[config.mk]
export PLATFORM = sky130hd
export DESIGN_NAME = sha256_block_feeder
export DESIGN_NICKNAME = d
export VERILOG_FILES = /design/src/rtl/sha256_block_feeder.sv
export SDC_FILE = /design/constraint.sdc
export NUM_CORES = 1
export LEC_CHECK = 0
export BUFFER_PORTS_ARGS = -buffer_cell sky130_fd_sc_hd__buf_2
export CAP_MARGIN = 30
export CORE_MARGIN = 1
export CORE_UTILIZATION = 40
export DETAILED_ROUTE_END_ITERATION = 12
export PLACE_DENSITY = 0.56
export REMOVE_ABC_BUFFERS = 1
export SYNTH_ARGS = -nofsm -noshare
export SYNTH_HDL_FRONTEND = slang
export SYNTH_SLANG_ARGS = --single-unit
[constraint.sdc]
create_clock -name clk -period 7.2 [get_ports clk]
set_clock_uncertainty 0.15 [all_clocks]
set_input_delay 0.72 -clock clk [delete_from_list [all_inputs] [get_ports clk]]
set_output_delay 0.72 -clock clk [all_outputs]
set_load 0.05 [all_outputs]
[src/rtl/sha256_block_feeder.sv]
// SHA-256 message block feeder: packs message words into a 16-word block buffer,
// appends 0x80 padding and the 64-bit bit length, and hands each block to the hash core.
module sha256_block_feeder (
    input  logic        clk,
    input  logic        reset,
    input  logic [31:0] msg_word,
    input  logic        msg_valid,
    input  logic        msg_last,
    input  logic [2:0]  msg_nbytes,
    output logic        msg_ready,
    input  logic [3:0]  block_offset,
    output logic [31:0] w,
    output logic        update,
    input  logic        core_done,
    output logic        digest_valid,
    output logic        busy
);

    localparam int unsigned WORD_W = 32;
    localparam int unsigned DEPTH  = 16;
    localparam int unsigned PTR_W  = 5;
    localparam int unsigned LEN_W  = 64;

    typedef enum logic [2:0] {
        S_FILL,
        S_PAD_ZERO,
        S_LEN_HI,
        S_LEN_LO,
        S_ISSUE,
        S_WAIT
    } state_t;

    state_t              state;
    logic [PTR_W-1:0]    wptr;
    logic [LEN_W-1:0]    length;
    logic                pad_pending;
    logic                final_blk;
    logic                msg_done;
    logic [WORD_W-1:0]   mem [DEPTH];

    logic [2:0]          nb_c;
    logic [WORD_W-1:0]   last_word_c;
    logic [LEN_W-1:0]    add_c;
    logic                accept_c;

    // Byte count of the final word, saturated at 4, and the word with its 0x80 marker merged in.
    always_comb begin
        nb_c = (msg_nbytes > 3'd4) ? 3'd4 : msg_nbytes;
        case (nb_c)
            3'd0:    last_word_c = 32'h8000_0000;
            3'd1:    last_word_c = {msg_word[31:24], 24'h80_0000};
            3'd2:    last_word_c = {msg_word[31:16], 16'h8000};
            3'd3:    last_word_c = {msg_word[31:8], 8'h80};
            default: last_word_c = msg_word;
        endcase
        add_c    = msg_last ? LEN_W'({nb_c, 3'b000}) : LEN_W'(32);
        accept_c = msg_valid & msg_ready;
    end

    always_ff @(posedge clk) begin
        if (!reset) begin
            state        <= S_FILL;
            wptr         <= '0;
            length       <= '0;
            pad_pending  <= 1'b0;
            final_blk    <= 1'b0;
            msg_done     <= 1'b0;
            update       <= 1'b0;
            digest_valid <= 1'b0;
            busy         <= 1'b0;
            msg_ready    <= 1'b0;
            w            <= '0;
        end else begin
            update       <= 1'b0;
            digest_valid <= 1'b0;
            msg_ready    <= 1'b0;
            w            <= mem[block_offset];
            case (state)
                S_FILL: begin
                    msg_ready <= 1'b1;
                    if (accept_c) begin
                        busy                <= 1'b1;
                        wptr                <= wptr + PTR_W'(1);
                        length              <= length + add_c;
                        mem[wptr[3:0]]      <= msg_last ? last_word_c : msg_word;
                        if (msg_last) begin
                            msg_done    <= 1'b1;
                            pad_pending <= (nb_c == 3'd4);
                            msg_ready   <= 1'b0;
                            state       <= (wptr == PTR_W'(15)) ? S_ISSUE : S_PAD_ZERO;
                        end else if (wptr == PTR_W'(15)) begin
                            msg_ready <= 1'b0;
                            state     <= S_ISSUE;
                        end
                    end
                end
                S_PAD_ZERO: begin
                    if (wptr == PTR_W'(14) && !pad_pending) begin
                        state <= S_LEN_HI;
                    end else if (wptr == PTR_W'(16)) begin
                        state <= S_ISSUE;
                    end else begin
                        mem[wptr[3:0]] <= pad_pending ? 32'h8000_0000 : 32'h0;
                        pad_pending    <= 1'b0;
                        wptr           <= wptr + PTR_W'(1);
                        if (wptr == PTR_W'(15)) begin
                            state <= S_ISSUE;
                        end
                    end
                end
                S_LEN_HI: begin
                    mem[14] <= length[63:32];
                    wptr    <= PTR_W'(15);
                    state   <= S_LEN_LO;
                end
                S_LEN_LO: begin
                    mem[15]   <= length[31:0];
                    wptr      <= PTR_W'(16);
                    final_blk <= 1'b1;
                    state     <= S_ISSUE;
                end
                S_ISSUE: begin
                    update <= 1'b1;
                    state  <= S_WAIT;
                end
                S_WAIT: begin
                    if (core_done) begin
                        wptr <= '0;
                        if (final_blk) begin
                            digest_valid <= 1'b1;
                            length       <= '0;
                            busy         <= 1'b0;
                            final_blk    <= 1'b0;
                            msg_done     <= 1'b0;
                            msg_ready    <= 1'b1;
                            state        <= S_FILL;
                        end else if (msg_done) begin
                            // Padding or length words still owed after a full data block.
                            state <= S_PAD_ZERO;
                        end else begin
                            msg_ready <= 1'b1;
                            state     <= S_FILL;
                        end
                    end
                end
                default: state <= S_FILL;
            endcase
        end
    end

endmodule

## After elaboration in Yosys (flattened, before gate mapping)

Memory sizes are Yosys's and may differ from the RTL's. A register that Yosys moved wholly into a read port is not among the register bits.
Index checks and enable logic that the tools add are counted.
Widths: inputs -> output; s select.

| word-level totals | value |
|---|---|
| bits in registers | 79 |
| memory bits (writable) | 512 |
| input port bits | 44 |
| word-level logic and storage cells | 121 |
| memories | 1 |

| operators by class | value |
|---|---|
| $add $sub $neg | 2 |
| $lt $le $gt $ge | 1 |
| equal/unequal tests | 18 |
| muxes and demuxes | 69 |
| bitwise logic cells | 2 |
| reductions and logical operators | 18 |

Memories:

| name | depth | bits a word | read ports | clocked after memory_dff | write ports | line | source |
|---|---|---|---|---|---|---|---|
| mem | 16 | 32 | 1 | 1 | 1 | 39 | `logic [WORD_W-1:0] mem [DEPTH];` |

Operators with widths:

| cell | count |
|---|---|
| $mux 64 | 3 |
| $mux 32 | 5 |
| $pmux 32 s4 | 1 |
| $pmux 64 s2 | 1 |
| $add 64x6->64 | 1 |
| $reduce_or 32->1 | 2 |
| $mux 1 | 37 |
| $pmux 5 s5 | 1 |
| $mux 3 | 8 |
| $mux 5 | 4 |
| $pmux 3 s6 | 1 |
| $reduce_and 5->1 | 3 |
| $eq 3x2->1 const B | 4 |
| $ne 2x2->1 const B | 6 |
| $eq 5x4->1 const B | 2 |
| $pmux 1 s2 | 5 |
| $eq 3x3->1 const B | 3 |
| $mux 4 | 2 |
| $eq 3x1->1 const B | 2 |
| $logic_not 3->1 | 2 |
| $mux 6 | 1 |
| $reduce_bool 2->1 | 3 |
| $add 5x1->5 const B | 1 |
| $eq 5x5->1 const B | 1 |
| 9 further kinds | 11 |

## Longest topological paths before layout

| depth | value |
|---|---|
| word-level depth | 9 |
| mapped depth | 11 |

## Least setup slack after synthesis

Ideal clock, no wire load.

| timing | value |
|---|---|
| path kind | register to register |
| start | register wptr[0] |
| end | memory mem[2][0] (enable) |
| library setup time | 0.461 ns |
| arrival time | 4.035 ns |
| data required time | 6.589 ns |
| slack | 2.554 ns |
| cell stages (with the launch flop) | 8 |
| path buffers | 0 |
| period minus slack after synthesis | 4.646 ns |
| path through | dfxtp_1 -> inv_1 -> ha_1 -> and4bb_2 -> a211o_1 -> a2111oi_2 -> nand2_1 -> nor3_1 |

| between the ends | value |
|---|---|
| longest elaborated chain between the ends | 9 |

RTL lines:

| item | line | source |
|---|---|---|
| start: declaration | 34 | `logic [PTR_W-1:0] wptr;` |
| start signal: assignment | 83 | `wptr <= wptr + PTR_W'(1);` |
| start signal: assignment | 105 | `wptr <= wptr + PTR_W'(1);` |
| $eq 5x5->1 / $eq 5x4->1 (equally long branches) | 100, 98 |  |
| $mux 1 / $logic_and 1x1->1 (equally long branches) | 100, 98 |  |
| $mux 1 | 98 | `if (wptr == PTR_W'(14) && !pad_pending) begin` |
| $mux 1 | 78 | `case (state)` |
| $mux 1 | 61 | `if (!reset) begin` |
| $mux 1 | 103 | `mem[wptr[3:0]] <= pad_pending ? 32'h8000_0000 : 32'h0;` |
| $or 1x1->1 (no line) | n/a |  |
| $mux 1 (no line) (2 in series) | n/a |  |
| end: declaration | 39 |  |

Several ways; a longest one is shown, not always the timed one.

## Worst setup path in the final report

| timing | value |
|---|---|
| start | register state[0] |
| end | memory mem[6][12] (enable) |

| between the ends | value |
|---|---|
| longest elaborated chain between the ends | 7 |

RTL lines:

| item | line | source |
|---|---|---|
| start: declaration | 33 | `state_t state;` |
| start signal: assignment | 90 | `state <= (wptr == PTR_W'(15)) ? S_ISSUE : S_PAD_ZERO;` |
| $eq 3x2->1 (tied with other cells) | 78 |  |
| $mux 1 | 78 |  |
| $mux 1 | 61 |  |
| $mux 1, on equally long branches | 112, 103, 85 |  |
| $reduce_or 32->1 (no line) / $or 1x1->1 (equally long branches) | n/a |  |
| $mux 4 (no line) / $mux 1 (equally long branches) (2 in series) | n/a |  |

Several ways; a longest one is shown, not always the timed one.

==> results.ini <==
[die]
initial_core_util_pct=40.6
coreArea_um2=61900
num_rows=91
ios=80
die_y_um=253
die_w_um=253
dieArea_um2=63800

[critical_path]
critPathCaptureType=register
endpoint=mem[6][12]$_DFFE_PP_
r2r-end=mem[6][12]$_DFFE_PP_
r2r_cells=6
critPathMaxFanout=20
r2r-start=state[0]$_SDFFE_PN0P_
crit_start=state[0]$_SDFFE_PN0P_
worstSetupPathType=reg -> reg
r2r_setup_slack_ns=3.26
timing.critical_path.required_ns=7.28
crit_path_start_kind=register
arrival_ns=4.02

[synthesis]
syn_area_um2=25100
yosys_most_used_dff=edfxtp_1
syn_avg_cell_area_um2=16.6
syn_inst=1515
synth-edff-count=512
synthTopCellsByCount=edfxtp_1, mux4_2, nand2_1
synthTopCellsByArea=edfxtp_1, mux4_2, dfxtp_1
async_reset_ff_share_pct=0
ys_warn_count=0
ys_ff_latch=620
yosysTopAreaCell=edfxtp_1
yosysMostFrequentCell=edfxtp_1
synth_top_area_share_pct=61.2
synth.distinct_cells=62
seq_area_frac_synth_pct=69.8

[placement]
hpwl_um=37900
place_ws_ns=3.04
place_area_um2=26700
placement.io_buffers=79
gp_congestion=0.850

[detailed_routing]
wl_per_cell_um=25.6
viasPerCell=5.75
drtAntennaViolNets=0
drc_errors=0
drtIter0Drc=1497
first_pass_iters=5
routed_wl_um=64200
vias=14402

[timing]
timing.final.crit_share_pct=54.7
setup_viol=0
final.setup.worst_slack_ns=3.26
rsz0062_at_grt=no
finalHoldViolCount=0
fin_tns_setup_ns=0
fin_crit_ns=3.94
fmax_ghz=0.254
slew_violations=0
worst_pin_slew_ns=0.998
slew_headroom_pct=33.2

[layout]
diodes=0
layout-drive-gt1-share_pct=24.0
fin_area_um2=28800
nNetsFinal=1667
area_delta_synth_final_pct=14.7

[clocking]
clock_latency_ns=0.61
clk_pin_slew_ns=0.06
ctsHtreeMaxLevel=3
cts_setup_buffers=0
clkSinkCount=620
ctsHoldBuffers=0
cts_resized=0
clockBufferDepth=3
cts_buffers=68
root_buffer=clkbuf_16
cts_tree=built

[global_route]
grt_pass1_wl_um=95300
gr-total-overflow=0
grt_usage_pct=20.6
first_global_vias=14383
grt_max_degree=70
antenna_found_initial=0

[power_and_ir_drop]
fin_total_pwr_mw=7.79
peakVddDrop_mv=0.159
leakagePower_nw=9.30
power.density_nw_per_um2=270

[job]
maxCapViolCount=0

[worst_hold_path]
min_path_cells=3
hold_class=in -> reg

[run_status]
status=completed

==> metrics by stage <==
stage	hold WS, ns	util [%]	cells
finish	0.292	46.6	2505
global route	0.289	46.6	2505
CTS	0.265	46.6	2505
detailed placement	0.335	43.0	2381
global placement	0.308	42.9	2378
floorplan	0.287	-	1436
==> worst min-delay path by stage <==
stage	startpoint	end	slack [ns]
after floorplan	msg_done$_SDFFE_PN0P_	msg_done$_SDFFE_PN0P_	0.29
after global placement	msg_done$_SDFFE_PN0P_	msg_done$_SDFFE_PN0P_	0.31
after detailed placement	length[63]$_SDFFE_PN0P_	length[63]$_SDFFE_PN0P_	0.33
after CTS	msg_nbytes[2]	pad_pending$_SDFFE_PN0P_	0.26
after global routing	msg_nbytes[2]	pad_pending$_SDFFE_PN0P_	0.29
final	msg_nbytes[2]	pad_pending$_SDFFE_PN0P_	0.29
==> layout make-up <==
type | instances | area (µm²)
tap | 837 | 1050
fill | 5366 | 33100
sequential | 620 | 17500
timing repair buffer | 108 | 686
inverter | 45 | 169
clock buffer | 98 | 1950
clock inverter | 26 | 226
multi-input combinational | 771 | 7220
==> cells by family (layout without fill, tap and decap cells) <==
group | after synthesis | in the layout | share of synthesized area (%)
multiplexers | 166 | 166 | 14.6
XOR/XNOR | 14 | 14 | 0.488
flip-flops | 620 | 620 | 69.8
AO/OA/AOI/OAI | 210 | 210 | 4.85
AND/OR/NAND/NOR | 372 | 372 | 7.79
buffers and inverters | 124 | 277 | 2.03
adder cells (fa/ha/maj) | 9 | 9 | 0.478
==> sequential cells by signal, indices dropped and copies added, names as in the netlist, 3 cells and up <==
name	count
mem	512
length	61
w	32
wptr	5
state	3
==> worst max-delay path: stages, from the launching register on <==
cell	delay (ns)
dfxtp_1	0.62
clkinv_1	0.42
a211o_1	0.37
a2111oi_2	0.51
nand2_1	0.39
nor2_4	0.53
buf_4	0.56
==> per-layer routing <==
metal	wire length, µm	up-vias	GRT usage, %	share of wire [%]
li1	-	6204	-	-
met1	29200	7613	29.7	45
met2	29400	465	31.6	46
met3	3340	120	3.40	5.2
met4	2240	0	7.36	3.5
met5	0	-	0	0
==> where the power goes <==
part / switching (mW) / internal [mW] / total (mW)
Combinational: 0.282 / 0.152 / 0.434
Clock: 1.41 / 1.99 / 3.40
Sequential: 0.0153 / 3.94 / 3.96
==> cell usage in the layout, fill, tap and decap left out, types with 25 or more instances in the layout <==
cell type	n
inv_1	43
mux4_2	160
o21ai_0	98
nor2_1	49
edfxtp_1	512
nand2_1	128
buf_4	25
nand3_1	26
buf_2	77
clkbuf_16	70
and2_1	37
a21oi_1	55
dfxtp_1	108
No activity file was read; power rests on OpenSTA's default activity.
